[src/rtl/hazard_pkg.sv]
// rtl/hazard_pkg.sv - scoreboard entry type, constants and parameter range checks for hazard_ctrl
package hazard_pkg;

  // Register indices are held zero-extended to REG_W_MAX so one entry type serves every REG_W.
  localparam int REG_W_MAX = 8;

  typedef logic [REG_W_MAX-1:0] reg_idx_t;

  localparam reg_idx_t REG_ZERO = '0;

  typedef struct packed {
    logic     v;
    reg_idx_t rd;
    logic     ld;
  } sb_entry_t;

  localparam sb_entry_t SB_EMPTY = '{v: 1'b0, rd: REG_ZERO, ld: 1'b0};

  function automatic bit pipe_depth_ok(int depth);
    return (depth >= 2) && (depth <= 6);
  endfunction

  function automatic bit br_penalty_ok(int penalty);
    return (penalty >= 1) && (penalty <= 7);
  endfunction

  function automatic bit reg_w_ok(int width);
    return (width >= 1) && (width <= REG_W_MAX);
  endfunction

endpackage

[src/rtl/hazard_match.sv]
// rtl/hazard_match.sv - compares one scoreboard entry against the ID source operands
module hazard_match
  import hazard_pkg::*;
(
  input  logic                 valid_i,
  input  logic [REG_W_MAX-1:0] rd_i,
  input  logic [REG_W_MAX-1:0] rs_i,
  input  logic                 use_rs_i,
  input  logic [REG_W_MAX-1:0] rt_i,
  input  logic                 use_rt_i,
  output logic                 match_o
);

  logic rs_hit;
  logic rt_hit;

  assign rs_hit  = use_rs_i & (rd_i == rs_i);
  assign rt_hit  = use_rt_i & (rd_i == rt_i);
  // r0 is hardwired, so a pending write to it can never be a real dependency.
  assign match_o = valid_i & (rd_i != REG_ZERO) & (rs_hit | rt_hit);

endmodule

[src/rtl/hazard_ctrl.sv]
// rtl/hazard_ctrl.sv - ID-stage hazard/stall controller with destination scoreboard, branch freeze and stall counter
module hazard_ctrl
  import hazard_pkg::*;
#(
  parameter int REG_W      = 5,
  parameter int PIPE_DEPTH = 3,
  parameter int FWD_EN     = 0,
  parameter int BR_PENALTY = 2,
  parameter int CNT_W      = 16
) (
  input  logic             clk,
  input  logic             reset,
  input  logic             id_valid,
  input  logic [REG_W-1:0] id_rs,
  input  logic [REG_W-1:0] id_rt,
  input  logic             id_use_rs,
  input  logic             id_use_rt,
  input  logic [REG_W-1:0] id_rd,
  input  logic             id_reg_wr,
  input  logic             id_is_load,
  input  logic             id_is_branch,
  output logic             if_stall,
  output logic             id_stall,
  output logic             ex_bubble,
  output logic [CNT_W-1:0] stall_cnt
);

  if (!pipe_depth_ok(PIPE_DEPTH) || !br_penalty_ok(BR_PENALTY) || !reg_w_ok(REG_W)) begin : g_bad_param
    $error("hazard_ctrl: parameter out of legal range");
  end

  localparam logic [2:0] BR_LOAD_VAL = 3'(BR_PENALTY - 1);

  sb_entry_t        sb_q [PIPE_DEPTH];
  sb_entry_t        sb_d [PIPE_DEPTH];
  logic [2:0]       br_cnt_q;
  logic [2:0]       br_cnt_d;
  logic [CNT_W-1:0] stall_cnt_q;
  logic [CNT_W-1:0] stall_cnt_d;

  reg_idx_t               rs_ext;
  reg_idx_t               rt_ext;
  reg_idx_t               rd_ext;
  logic [PIPE_DEPTH-1:0]  match;
  logic                   hazard;
  logic                   issue;
  logic                   br_load;

  assign rs_ext = reg_idx_t'(id_rs);
  assign rt_ext = reg_idx_t'(id_rt);
  assign rd_ext = reg_idx_t'(id_rd);

  for (genvar k = 0; k < PIPE_DEPTH; k++) begin : g_match
    hazard_match u_match (
      .valid_i  (sb_q[k].v),
      .rd_i     (sb_q[k].rd),
      .rs_i     (rs_ext),
      .use_rs_i (id_use_rs),
      .rt_i     (rt_ext),
      .use_rt_i (id_use_rt),
      .match_o  (match[k])
    );
  end

  // The WB entry never stalls: the register file writes before it reads in that cycle.
  always_comb begin
    hazard = 1'b0;
    for (int k = 0; k < PIPE_DEPTH; k++) begin
      if (FWD_EN != 0) begin
        if (k == 0) begin
          hazard = hazard | (match[k] & sb_q[k].ld);
        end
      end else if (k < PIPE_DEPTH - 1) begin
        hazard = hazard | match[k];
      end
    end
  end

  assign id_stall  = id_valid & hazard;
  assign issue     = id_valid & ~id_stall;
  assign ex_bubble = ~issue;
  assign br_load   = issue & id_is_branch;
  assign if_stall  = id_stall | br_load | (br_cnt_q != 3'd0);
  assign stall_cnt = stall_cnt_q;

  always_comb begin
    sb_d[0] = issue ? sb_entry_t'{v: id_reg_wr & (rd_ext != REG_ZERO), rd: rd_ext, ld: id_is_load}
                    : SB_EMPTY;
    for (int k = 1; k < PIPE_DEPTH; k++) begin
      sb_d[k] = sb_q[k-1];
    end
  end

  // A new branch reloads the freeze rather than extending it.
  always_comb begin
    br_cnt_d = br_cnt_q;
    if (br_load) begin
      br_cnt_d = BR_LOAD_VAL;
    end else if (br_cnt_q != 3'd0) begin
      br_cnt_d = br_cnt_q - 3'd1;
    end
  end

  always_comb begin
    stall_cnt_d = stall_cnt_q;
    if (id_stall && (stall_cnt_q != {CNT_W{1'b1}})) begin
      stall_cnt_d = stall_cnt_q + CNT_W'(1);
    end
  end

  always_ff @(posedge clk) begin
    if (reset) begin
      sb_q        <= '{default: SB_EMPTY};
      br_cnt_q    <= 3'd0;
      stall_cnt_q <= '0;
    end else begin
      sb_q        <= sb_d;
      br_cnt_q    <= br_cnt_d;
      stall_cnt_q <= stall_cnt_d;
    end
  end

endmodule

[config.mk]
export PLATFORM = sky130hd
export DESIGN_NAME = hazard_ctrl
export DESIGN_NICKNAME = d
export VERILOG_FILES = /design/src/rtl/hazard_pkg.sv /design/src/rtl/hazard_match.sv /design/src/rtl/hazard_ctrl.sv
export SDC_FILE = /design/constraint.sdc
export NUM_CORES = 1
export LEC_CHECK = 0
export CAP_MARGIN = 20
export CELL_PAD_IN_SITES_DETAIL_PLACEMENT = 1
export CELL_PAD_IN_SITES_GLOBAL_PLACEMENT = 2
export CORE_MARGIN = 10
export CORE_UTILIZATION = 25
export CTS_CLUSTER_SIZE = 16
export DETAILED_ROUTE_END_ITERATION = 8
export MAX_ROUTING_LAYER = met4
export PLACE_DENSITY_LB_ADDON = 0.1
export SLEW_MARGIN = 20
export SYNTH_ARGS = -nofsm -noshare
export SYNTH_HDL_FRONTEND = slang
export SYNTH_SLANG_ARGS = --single-unit
[constraint.sdc]
create_clock -name clk -period 1.9 [get_ports clk]
set_input_delay 0.38 -clock clk [delete_from_list [all_inputs] [get_ports clk]]
set_output_delay 0.38 -clock clk [all_outputs]
set_load 0.02 [all_outputs]
# Yosys cells after proc, flatten, opt, wreduce, memory -nomap -nowiden
# Cells that the tools add are included.
dict set report word_totals {
  register_bits 37
  wordCells 44
}
dict set report classes {
  n_addsub 2
  n_eq_ne 5
  n_mux 2
  bitwise_logic 19
  reduce_logical 8
}
# cell n
set op_table {}
lappend op_table {{== test 8 x 5 -> 1 bit} 4}
lappend op_table {{nonzero test 8 bit} 3}
lappend op_table {{adder 16 x 1 -> 16 bit (second input constant)} 1}
lappend op_table {{inequality test 16 bit (second input constant)} 1}
lappend op_table {{AND 1 bit} 12}
lappend op_table {{bitwise OR 1 bit} 5}
lappend op_table {{OR reduction 2 bit} 2}
lappend op_table {{nonzero test 3 bit} 1}
lappend op_table {{subtractor 3 x 1 -> 3 bit (second input constant)} 1}
lappend op_table {{two-way mux 1 bit} 2}
lappend op_table {{inverter 1 bit} 2}
lappend op_table {{nonzero test 2 bit} 1}
lappend op_table {{logical AND 1 bit} 1}

# Depth between registers and ports, before layout
# Gate-level depths: netlist of run 1.
dict set report depth {
  ltp_word 11
  depth_mapped 8
}

# Cells and area by module
# Synthesis of run 1 repeated with hierarchy kept, for this count alone.
dict set report unflattened {
  hier_cells 200
  hier_area_um2 1742.9
}
# mod instances cells_per_inst area_per_inst_um2 seq_area_each_um2
set by_module_without_submodules {}
lappend by_module_without_submodules {hazard_ctrl 1 148 1330.0 620.6}
lappend by_module_without_submodules {hazard_match 2 26 206.4 0.0}

# Worst setup path after synthesis of run 1
# No wires, ideal clock.
dict set report synth_path {
  kind {flip-flop to flip-flop}
  from {register stall_cnt_q[0] (netlist: stall_cnt[0])}
  to {register stall_cnt_q[11] (netlist: stall_cnt[11])}
  setup_time_ps 123
  arrival_ps 1862
  t_required_ps 1777
  path_slack_ps -86
  path_stages_with_launch 8
  path_buffers 0
  synth_period_minus_slack_ps 1986
  path_cell_list {dfxtp_1 ha_1 nand3_2 nor3_1 a21oi_2 nand2_2 nor4_1 mux2_1}
}
dict set report synth_between {
  elab_chain_len 2
  word_cells_on_any_way 3
}
# item line
set synth_rtl {}
lappend synth_rtl {{start: declaration} hazard_ctrl.sv:38} ;# logic [CNT_W-1:0] stall_cnt_q;
lappend synth_rtl {{start signal: assignment} hazard_ctrl.sv:119} ;# stall_cnt_q <= stall_cnt_d;
lappend synth_rtl {{branches (longest 2 deep; another with adder 16 x 1 -> 16 bit)} --}
# Parallel ways; which one is timed is not known.
# A chain may end at the register's enable or synchronous reset.

# Worst setup path in the final report of run 1
dict set report layout_path {
  from {register sb_q (netlist bit sb_d[3])}
  to {output ex_bubble}
}
dict set report layout_between {
  elab_chain_len 9
  word_cells_on_any_way 13
}
# item line
set layout_rtl {}
lappend layout_rtl {{start: declaration} hazard_ctrl.sv:34} ;# sb_entry_t sb_q [PIPE_DEPTH];
lappend layout_rtl {{start signal: assignment} hazard_ctrl.sv:113} ;# sb_q <= '{default: SB_EMPTY};
lappend layout_rtl {{start signal: assignment} hazard_ctrl.sv:117} ;# sb_q <= sb_d;
lappend layout_rtl {{== test 8 x 5 -> 1 bit (on tied branches)} {hazard_match.sv:17, hazard_match.sv:18}}
lappend layout_rtl {{AND 1 bit (on tied branches)} {hazard_match.sv:17, hazard_match.sv:18}}
lappend layout_rtl {{bitwise OR 1 bit} hazard_match.sv:20} ;# assign match_o = valid_i & (rd_i != REG_ZERO) & (rs_hit | rt_hit);
lappend layout_rtl {{AND 1 bit (*)} hazard_match.sv:20}
lappend layout_rtl {{bitwise OR 1 bit (*)} hazard_ctrl.sv:74} ;# hazard = hazard | match[k];
lappend layout_rtl {{AND 1 bit (*)} hazard_ctrl.sv:79} ;# assign id_stall = id_valid & hazard;
lappend layout_rtl {{inverter 1 bit (*)} hazard_ctrl.sv:80} ;# assign issue = id_valid & ~id_stall;
lappend layout_rtl {{AND 1 bit (*)} hazard_ctrl.sv:80}
lappend layout_rtl {{inverter 1 bit (no source line) (*)} --}
lappend layout_rtl {{end: declaration} hazard_ctrl.sv:24} ;# output logic ex_bubble,
# Every way passes the cells marked *; elsewhere a longest branch is shown, timed or not.

==> impl_metrics.py, run 1 <==
metrics = {
    "status": {
        "status": "finished with violations",
        "violations": "negative setup slack",
    },
    "cts": {
        "h-tree-depth": 2,
        "cts_tree": "yes",
        "cts.clk_slew.worst_paths_ns": 0.06,
        "clk_latency_ns": 0.28,
        "clock-sinks": 31,
        "clock_path_buffers": 2,
        "cts-hold-fix-buffers": 0,
        "cts_buffers": 5,
        "root_buffer": "clkbuf_8",
    },
    "global_routing": {
        "grt_pass1_wl_mm": 8.98,
        "grt_overflow": 0,
        "antenna_found_initial": 0,
        "grtUsageTotal_pct": 11.6,
        "grt_pass1_vias": 1768,
        "grt_max_degree": 12,
    },
    "sta": {
        "period_share_pct": 117,
        "hold_viol_final": 0,
        "fin_ws_ns": -0.332,
        "tightest_slew_ns": 0.452,
        "rsz0062_at_grt": "true",
        "final-max-slew-violation-count": 0,
        "finalSetupViolations": 24,
        "fmax_ghz": 0.448,
        "period_needed_ns": 2.23,
        "clock_skew_ns": 0.00245,
        "slew_headroom_pct": 69.7,
    },
    "placement": {
        "place_congestion": 0.796,
        "io_buffer_count": 40,
        "post_dp_cell_area_sq_um": 2210,
        "dp_hpwl_mm": 3.87,
        "preCtsSetupSlack_ns": -1.05,
    },
    "drt": {
        "antenna_left": 0,
        "drt_pass1_iterations": 4,
        "routed_wl_mm": 5.40,
        "drcViolationCount": 0,
        "vias": 1544,
        "drt_iter0_drc": 61,
        "avgRoutedWirePerCell_um": 16.8,
        "via_per_inst": 4.80,
    },
    "worst_setup_path": {
        "critPathArrivalTime_ns": 1.85,
        "cp.required_ns": 1.52,
        "path_max_fanout": 4,
        "start_kind": "flop",
        "cp-end-kind": "primary output",
        "crit_type": "flop to primary output",
    },
    "pwr": {
        "clockPowerShare_pct": 33.9,
        "cellInternalPower_mw": 1.21,
        "ir_drop_mv": 0.364,
        "p_comb_share_pct": 23.2,
        "power_density_nw_per_um2": 644,
        "power.switching_mw": 0.453,
        "p_seq_share_pct": 42.9,
        "p_sw_share_pct": 27.2,
        "p_total_mw": 1.66,
        "leakagePower_nw": 0.961,
    },
    "synth": {
        "avgSynthCellArea_sq_um": 8.83,
        "syn-num-nets": 204,
        "ys_seq_elements": 31,
        "yosys_warnings": 0,
        "ys.flop_type": "dfxtp_1",
        "syn-cell-area_sq_um": 1570,
        "synthCells": 178,
        "synthTopCellsByArea": "dfxtp_1, xor2_1, nor2_1",
        "yosys.area.top_type": "dfxtp_1",
        "yosys.cell_types.count": 34,
        "synthArstFlopShare_pct": 0,
        "synth_top_area_share_pct": 39.5,
        "synth_edf_count": 0,
        "ys_seq_area_share_pct": 39.5,
    },
    "finish": {
        "multi_input_comb_area_sq_um": 1110,
        "fin_util_pct": 42.9,
        "num-fill-cells": 697,
        "diodes": 0,
        "area_growth_pct": 64.5,
        "drive_gt1_share_pct": 34.0,
        "finalNetCount": 272,
        "stdcell_area_sq_um": 2580,
        "regArea_sq_um": 636,
    },
    "floorplan": {
        "top_level_ports": 42,
        "rows": 28,
        "fp.dieW_um": 99.3,
        "die_area_sq_um": 9860,
        "initial_utilization_pct": 26.1,
        "die_h_um": 99.3,
        "coreArea_sq_um": 6030,
    },
    "hold_path": {
        "holdCritPathClass": "flop to flop",
    },
    "job": {
        "max_cap_viol_count": 0,
    },
}
## routing by layer
metal | vias up | wire [um] | part of all wire [%] | track usage (%)
met1 | 741 | 2310 | 43 | 12.8
met3 | 8 | 239 | 4.4 | 3.39
li1 | 759 | - | - | -
met5 | - | 0 | 0 | -
met2 | 36 | 2790 | 52 | 19.2
met4 | 0 | 63 | 1.2 | 4.41
## cell usage after synthesis, types with 6 or more instances
cell type and number:
inv_1 7, or4_1 7, nor2b_1 8, nor2_1 16, dfxtp_1 31, and2_1 8
nand3_1 10, xor2_1 23, nand2_1 6, a21oi_1 8
## critical path, cell delays in order, from the launching register on
cell and delay [ns]:
dfxtp_2 0.34, or4_4 0.54, o21ai_4 0.18, o22ai_4 0.12, or2_4 0.27, buf_6 0.13
## stage by stage
stage          hold slack, ns  std cells  setup TNS, ns
6_report                0.499        322          -3.11
5_1_grt                 0.513        322          -5.92
2_1_floorplan           0.434        178       -0.00707
4_1_cts                 0.482        323          -4.58
3_5_place_dp            0.459        309         -19.94
3_3_place_gp            0.463        309         -16.95
## what timing repair did
| item | CTS | global route |
|---|---|---|
| setup buffers | 7 | 2 |
| endpoints found under the setup margin | 28 | 28 |
| pin swaps | 26 | 14 |
| resized for setup | 60 | 33 |
## state kept, by name, summed over array words and instances (netlist names)
name / cells
sb_d: 12
stall_cnt: 16
br_cnt_q: 3
## final cells by class
| class | instances | area share, % |
|---|---|---|
| well taps | 75 | 3.63 |
| inverters | 7 | 1.02 |
| flip-flops and latches | 31 | 24.6 |
| clock buffers | 8 | 3.87 |
| multi-input cells | 135 | 43.1 |
| repair buffers | 66 | 23.8 |
## kinds of logic (layout without fill, tap and decap cells)
kind of cell	after synthesis	after routing	share of synthesized area, %
compound gates	23	23	9.79
xor+xnor	28	28	15.6
fa+ha+maj	3	3	2.39
buf+inv	12	81	3.42
flops	31	31	39.5
mux	3	3	1.99
simple gates	78	78	27.3
## cell usage in the layout, fill, tap and decap left out, drive strengths merged
cell type and instances:
mux2i 2, nor2 16, o21ba 1, xnor2 5, or3 3, nand2 7, clkdlybuf4s50 28, nor3 5
a32oi 2, nor4 5, and4 1, dfxtp 31, o21ai 5, a21oi 9, buf 29, and3 1
inv 7, or2 1, dlygate4sd2 8, o31ai 4, o311a 1, or4 7, xor2 23, nand4 5
clkbuf 9, and2 8, nor2b 8, o22ai 1, ha 3, mux2 1, nand3 11
## final timing paths
path	slack, ns	cells past startpoint	to	from
max	-0.33	5	ex_bubble	sb_d[3]
min reg2reg	0.50	1	sb_d[2]	sb_d[12]
min	0.50	1	sb_d[2]	sb_d[12]
max reg2reg	-0.26	8	stall_cnt[7]	sb_d[15]
## power groups by stage
stage | logic (mW) | registers, mW | clock network [mW]
after CTS | 0.376 | 0.714 | 0.591
after global routing | 0.438 | 0.718 | 0.633
after global placement | 0.343 | 0.726 | 0
after detailed placement | 0.361 | 0.728 | 0
after floorplan | 0.222 | 0.721 | 0
final | 0.386 | 0.714 | 0.565
(Power assumes the default switching activity.)
==> inputs of run 2 (changes only) <==
SLEW_MARGIN = 10   (was 20)
==> results of run 2 <==
Same layout as run 1: the final DEF is identical, and so are final timing and power.
